==> config.mk <==
export PLATFORM = sky130hd
export DESIGN_NAME = f_edge_counter
export DESIGN_NICKNAME = d
export VERILOG_FILES = /design/src/rtl/f_edge_counter.sv
export SDC_FILE = /design/constraint.sdc
export NUM_CORES = 1
export LEC_CHECK = 0
export ABC_CLOCK_PERIOD_IN_PS = 2210
export CAP_MARGIN = 30
export CORE_ASPECT_RATIO = 0.8
export CORE_UTILIZATION = 50
export CTS_CLUSTER_DIAMETER = 100
export DETAILED_ROUTE_END_ITERATION = 10
export PLACE_DENSITY = 0.83
export REMOVE_ABC_BUFFERS = 1
export SLEW_MARGIN = 5
export SYNTH_ARGS = -nofsm -noshare
export SYNTH_HDL_FRONTEND = slang
export SYNTH_SLANG_ARGS = --single-unit
==> constraint.sdc <==
create_clock -name clk -period 2.21 [get_ports clk]
set_clock_uncertainty 0.15 [all_clocks]
set_input_delay 0.442 -clock clk [delete_from_list [all_inputs] [get_ports clk]]
set_output_delay 0.442 -clock clk [all_outputs]
set_load 0.02 [all_outputs]
==> src/rtl/f_edge_counter.sv <==
// Glitch filter on the registered AND-OR output f, qualified rising-edge detector and event counter
// with sticky threshold/overflow flags. Define F_EDGE_CNT_SAT_EN to make the counter saturate instead of wrap.
module f_edge_counter #(
  parameter int CNT_W    = 8,
  parameter int FILT_LEN = 3,
  parameter int THRESH   = 10
) (
  input  logic             clk,
  input  logic             rst,
  input  logic             f_in,
  input  logic             en,
  input  logic             clr,
  output logic             filt_level,
  output logic             edge_pulse,
  output logic [CNT_W-1:0] count,
  output logic             thresh_hit,
  output logic             overflow
);

  typedef enum logic [1:0] {
    S_LOW     = 2'd0,
    S_RISING  = 2'd1,
    S_HIGH    = 2'd2,
    S_FALLING = 2'd3
  } state_t;

  localparam logic [3:0]       STAB_LAST = 4'(FILT_LEN - 1);
  localparam logic [CNT_W-1:0] CNT_MAX   = {CNT_W{1'b1}};
  localparam logic [CNT_W-1:0] THRESH_V  = CNT_W'(THRESH);

  state_t           r_state;
  state_t           w_state_next;
  logic [3:0]       r_stab_cnt;
  logic [3:0]       w_stab_next;
  logic             w_rise;
  logic             r_filt_level;
  logic             r_edge_pulse;
  logic [CNT_W-1:0] r_count;
  logic             r_thresh_hit;
  logic             r_overflow;
  logic             w_inc;
  logic [CNT_W-1:0] w_count_plus;

  // Filter next-state: a new level must persist FILT_LEN samples to be accepted.
  always_comb begin
    w_state_next = r_state;
    w_stab_next  = r_stab_cnt;
    w_rise       = 1'b0;
    case (r_state)
      S_LOW: begin
        if (f_in) begin
          if (FILT_LEN == 1) begin
            w_state_next = S_HIGH;
            w_stab_next  = 4'd0;
            w_rise       = 1'b1;
          end else begin
            w_state_next = S_RISING;
            w_stab_next  = 4'd1;
          end
        end
      end
      S_RISING: begin
        if (!f_in) begin
          w_state_next = S_LOW;
          w_stab_next  = 4'd0;
        end else if (r_stab_cnt == STAB_LAST) begin
          w_state_next = S_HIGH;
          w_stab_next  = 4'd0;
          w_rise       = 1'b1;
        end else begin
          w_stab_next = r_stab_cnt + 4'd1;
        end
      end
      S_HIGH: begin
        if (!f_in) begin
          if (FILT_LEN == 1) begin
            w_state_next = S_LOW;
            w_stab_next  = 4'd0;
          end else begin
            w_state_next = S_FALLING;
            w_stab_next  = 4'd1;
          end
        end
      end
      S_FALLING: begin
        if (f_in) begin
          w_state_next = S_HIGH;
          w_stab_next  = 4'd0;
        end else if (r_stab_cnt == STAB_LAST) begin
          w_state_next = S_LOW;
          w_stab_next  = 4'd0;
        end else begin
          w_stab_next = r_stab_cnt + 4'd1;
        end
      end
      default: begin
        w_state_next = S_LOW;
        w_stab_next  = 4'd0;
      end
    endcase
  end

  always_ff @(posedge clk or negedge rst) begin
    if (!rst) begin
      r_state      <= S_LOW;
      r_stab_cnt   <= 4'd0;
      r_filt_level <= 1'b0;
      r_edge_pulse <= 1'b0;
    end else begin
      r_state      <= w_state_next;
      r_stab_cnt   <= w_stab_next;
      r_filt_level <= (w_state_next == S_HIGH) || (w_state_next == S_FALLING);
      r_edge_pulse <= w_rise;
    end
  end

  // Counting uses the same qualifying edge that launches edge_pulse, so both appear together.
  assign w_inc        = w_rise && en && !clr;
  assign w_count_plus = r_count + CNT_W'(1);

  always_ff @(posedge clk or negedge rst) begin
    if (!rst) begin
      r_count      <= '0;
      r_thresh_hit <= 1'b0;
      r_overflow   <= 1'b0;
    end else if (clr) begin
      r_count      <= '0;
      r_thresh_hit <= 1'b0;
      r_overflow   <= 1'b0;
    end else if (w_inc) begin
      if (r_count == CNT_MAX) begin
        r_overflow <= 1'b1;
`ifdef F_EDGE_CNT_SAT_EN
        r_count    <= CNT_MAX;
`else
        r_count    <= '0;
`endif
      end else begin
        r_count <= w_count_plus;
        if (w_count_plus == THRESH_V) begin
          r_thresh_hit <= 1'b1;
        end
      end
    end
  end

  assign filt_level = r_filt_level;
  assign edge_pulse = r_edge_pulse;
  assign count      = r_count;
  assign thresh_hit = r_thresh_hit;
  assign overflow   = r_overflow;

endmodule

Yosys cells after proc, flatten, opt, wreduce, memory -nomap -nowiden
Index checks and enable logic that the tools add are counted.
{"block": "word_totals", "reg_bits": 18, "out_inout_bits": 12}
{"block": "classes", "n_addsub": 2, "eq_ne": 11, "n_mux": 26, "n_reduce_logical": 11}
{"cell": "2-to-1 mux 8 bit", "n": 3}
{"cell": "2-to-1 mux 4 bit", "n": 5}
{"cell": "one-hot mux 4 bit (4 select lines)", "n": 1}
{"cell": "2-to-1 mux 2 bit", "n": 6}
{"cell": "2-to-1 mux 1 bit", "n": 10}
{"cell": "adder 8 x 1 -> 8 bit, second input constant", "n": 1}
{"cell": "equality test 2 bit, second input constant", "n": 4}
{"cell": "equality test 8 x 4 -> 1 bit, second input constant", "n": 1}
{"cell": "equality test 8 bit, second input constant", "n": 1}
{"cell": "one-hot mux 2 bit (4 select lines)", "n": 1}
{"cell": "inequality test 2 bit, second input constant", "n": 3}
{"cell": "nonzero test 2 bit", "n": 3}
{"cell": "adder 4 x 1 -> 4 bit, second input constant", "n": 1}
{"cell": "equality test 4 x 2 -> 1 bit, second input constant", "n": 1}
{"cell": "AND reduction 2 bit", "n": 2}
{"cell": "AND reduction 3 bit", "n": 1}
{"cell": "equality test 2 x 1 -> 1 bit, second input constant", "n": 1}
{"cell": "logical AND 1 bit", "n": 2}
{"cell": "zero test 2 bit", "n": 1}
{"cell": "zero test 1 bit", "n": 1}
{"cell": "logical OR 1 bit", "n": 1}

Depth between registers and ports, before layout
{"block": "logic_depth", "ltp_word": 8, "depth_mapped": 7, "ltp_nobuf": 6}

Least setup slack after synthesis
Ideal clock, no wire load.
{"block": "synth_path", "path_type": "flip-flop to flip-flop", "from": "register r_count[0], in the netlist count[0]", "to": "register r_count[0], in the netlist count[0]", "setup_time_ns": 0.078, "arrival_time_ns": 1.567, "required_ns": 1.982, "setup_slack_ns": 0.415, "stages_incl_launch_ff": 6, "n_path_buf": 0, "synth_period_minus_slack_ns": 1.795, "path_cell_list": "dfrtp_1 > ha_1 > and3_1 > and3_1 > or3_1 > a21oi_1"}
{"block": "synth_via", "elab_chain_len": 4, "elab_cells_between_ends": 5}
{"element": "start: declaration", "line_no": "38", "rtl": "logic [CNT_W-1:0] r_count;"}
{"element": "start signal: assignment", "line_no": "139", "rtl": "r_count <= w_count_plus;"}
{"element": "adder 8 x 1 -> 8 bit or equality test 8 bit (tied branches)", "line_no": "119, 131"}
{"element": "2-to-1 mux 8 bit (*)", "line_no": "131", "rtl": "if (r_count == CNT_MAX) begin"}
{"element": "2-to-1 mux 8 bit (*)", "line_no": "130", "rtl": "end else if (w_inc) begin"}
{"element": "2-to-1 mux 8 bit (*)", "line_no": "126", "rtl": "end else if (clr) begin"}
Every way passes the cells marked *; elsewhere a longest branch is shown, timed or not. The select of a mux whose other input is x is not followed.
A chain may end at the register's enable or synchronous reset.

Worst setup path in the final report
{"block": "layout_path", "from": "register r_count[6], in the netlist count[6]", "to": "output port count[6]"}
{"element": "end: declaration", "line_no": "15", "rtl": "output logic [CNT_W-1:0] count,"}
No word-level cell between the ends.

==> results by group <==
Route
  – Routed wire per std cell: 13.2 um
  – Vias/cell: ~5.6
  – Vias: slightly below 800
  – Post-route DRC: 0
  – DRT iter0 DRCs: 10
  – Routed WL: 1840 um
  – Pre-Repair DR Iteration Count: 4
  – Final ANT Viol Nets: 0

Finish
  – Core Util, Final: 69.5%
  – Post-route cell area: roughly 1200 um2
  – Share of cells above drive strength 1: about 11%
  – Area delta synth->final: 24.3%
  – Multi-input logic area: between 400 and 500 um2
  – Diodes inserted: 0
  – Final Net Count: ~130
  – Commonest cells after routing, fill and taps aside: dfrtp_1, clkdlybuf4s50_1, nor2_1, nor3_1, o21ai_0
  – Most common cell after layout, fill and taps aside: dfrtp_1
  – FF/Latch Area: roughly 430 um2
  – # fillers: 130

Pwr
  – Clock share of power: 21.9%
  – Sw Pwr: around 0.25 mW
  – Internal Power: 0.527 mW
  – Share of total power in combinational logic: 27.4%
  – Sequential share of power: between 50 and 60%
  – PD cells: 661 nW/um2
  – Maximum vdd ir drop: 0.781 mV
  – Sw Share: around a third
  – Pleak: 0.500 nW

CTS
  – Clock sinks: 17
  – Clock Path Buffers: 2
  – Clock latency on the worst-skew pair: around 300 ps
  – Post-CTS resize count: 0
  – Cts hold-fix bufs: 0
  – CTS tree: yes
  – H-tree depth: 1
  – Setup Fix Bufs, Post-CTS: 0
  – Root Buffer: clkbuf_4
  – Clk slew on worst S/H paths: 100 ps
  – Total CTS buffers: 3

GRT
  – First-pass GRT wire length: 3040 um
  – Vias in the first global route: 650
  – Initial antenna violation count: 0
  – Grt ovf: 0
  – Pin count of the biggest net entering global routing: 18
  – GRT Total Usage: 21.5%

Die
  – Die height: 40.9 um
  – Core area: 1690 um2
  – Row count: 13
  – DIE AREA: 2070 um2
  – Initial Utilization: 55.9%
  – Die width: 50.6 um
  – IO Pins: 17

STA
  – Unrepaired setup endpoints after global routing: no
  – Final Max Tran Viols: 0
  – Hold Fails Final Rpt: 0
  – Worst slew margin: 72.8%
  – Final min period: approximately 2000 ps
  – Final TNS setup: 0 ps
  – Worst slew pin tran: 406 ps
  – Period utilization: 91.7%
  – Maximum clock rate: 493 MHz
  – Finish-stage setup viols: 0

Min path
  – Hold WC Path Type: primary input to asynchronous set/reset pin

Placed design
  – DP HPWL: 1350 um
  – Port bufs: 16
  – Gp weighted congestion: around 0.80
  – Placed instance area: 1150 um2

Worst setup path
  – CP max stage cell: clkdlybuf4s50_1
  – Crit. End Element: output pin
  – CP Launch Type: flip-flop
  – CP Buf/Inv Count: 1
  – Critical Path RT: 1620 ps
  – Setup CP Type: flip-flop to output pin
  – CP delay by family, top: buffers and inverters
  – CP Max Fanout: 8
  – Data arrival time of the worst path: 1440 ps
  – Critical Path Max Stage Delay: 650 ps
  – Cell breakdown of the critical path: clkdlybuf4s50_1

Run
  – Max Cap Viol: 0

Logic synthesis
  – Post-Syn Area per Cell: 9.96 um2
  – Synth unique cells: 37
  – Synthesized flop and latch total: 17
  – Ys flop type: dfrtp_1
  – Total of warnings raised by yosys: 0
  – Gate count of the mapped netlist: 95
  – Register area share after synthesis: 45.0%
  – EDFF count, synth: 0
  – Ys async rst share: 100%
  – Post-synthesis instance area: 946 um2

Run status
  – Status: complete, no violations
-- final cells by class --
type | count | area share [%]
multi-input combinational | 72 | 41.7
clock buffer | 3 | 1.91
clock inverter | 1 | 0.426
sequential | 17 | 36.2
inverter | 4 | 1.28
tap | 22 | 2.34
timing repair buffer | 20 | 16.2
-- per-layer routing --
layer	share of wire (%)	GRT usage [%]	vias up
li1	-	-	396
met1	52	28.7	367
met2	42	33.3	16
met3	5.0	6.67	4
met4	1.3	8.33	0
met5	0	0	-
-- power by group through the flow --
stage / combinational (mW) / clock [mW] / sequential (mW)
finish: 0.213 / 0.170 / 0.394
global route: 0.244 / 0.181 / 0.403
CTS: 0.216 / 0.179 / 0.393
detailed placement: 0.216 / 0 / 0.400
global placement: 0.209 / 0 / 0.397
floorplan: 0.130 / 0 / 0.405
-- synth_stat cells, drive strengths merged (2+ instances only) --
| cell type | count | area (um2) |
|---|---|---|
| dfrtp | 17 | 425 |
| nor2 | 7 | 26.3 |
| nor3 | 6 | 30.0 |
| o21ai | 5 | 25.0 |
| and3 | 4 | 25.0 |
| ha | 4 | 50.1 |
| inv | 4 | 15.0 |
| nand2 | 4 | 15.0 |
| xnor2 | 4 | 35.0 |
| a21oi | 3 | 15.0 |
| nand3 | 3 | 15.0 |
| nor3b | 3 | 22.5 |
| a21o | 2 | 16.3 |
| a311oi | 2 | 17.5 |
| a31oi | 2 | 12.5 |
| nand3b | 2 | 15.0 |
| nor4b | 2 | 17.5 |
| o32ai | 2 | 17.5 |
| or2 | 2 | 15.0 |
| xor2 | 2 | 17.5 |
-- per-stage QoR --
step | setup slack, ps | power (mW) | hold WS (ps) | cells
floorplan | 333 | 0.535 | -3.59 | 93
global placement | 193 | 0.606 | 331 | 135
detailed placement | 128 | 0.615 | 348 | 135
CTS | 169 | 0.788 | 294 | 139
global route | 122 | 0.828 | 337 | 139
finish | 183 | 0.777 | 302 | 139
-- cell families after synthesis --
kind of cell | count (synthesis) | synth area share (%)
simple gates | 41 | 25.7
compound gates | 20 | 14.2
flops | 17 | 45.0
xor+xnor | 6 | 5.56
buf+inv | 6 | 3.17
fa+ha+maj | 4 | 5.29
mux | 1 | 1.19
-- sequential cells by signal, summed over array words and instances (netlist names) --
register / count
count: 8
r_state: 1
filt_level: 1
overflow: 1
r_stab_cnt: 4
thresh_hit: 1
edge_pulse: 1
-- final timing paths --
path | from | to | slack (ps) | depth (start not counted)
worst max-delay path | count[6] | count[6] | 180 | 1
worst min-delay path | rst | r_stab_cnt[1] | 300 | 2
worst max register to register | r_stab_cnt[0] | count[6] | 320 | 7
worst min register to register | filt_level | edge_pulse | 370 | 1
max in group asynchronous | rst | thresh_hit | 1410 | 2
min in group clk | filt_level | edge_pulse | 370 | 1
Power figures use the tool's default switching activity.
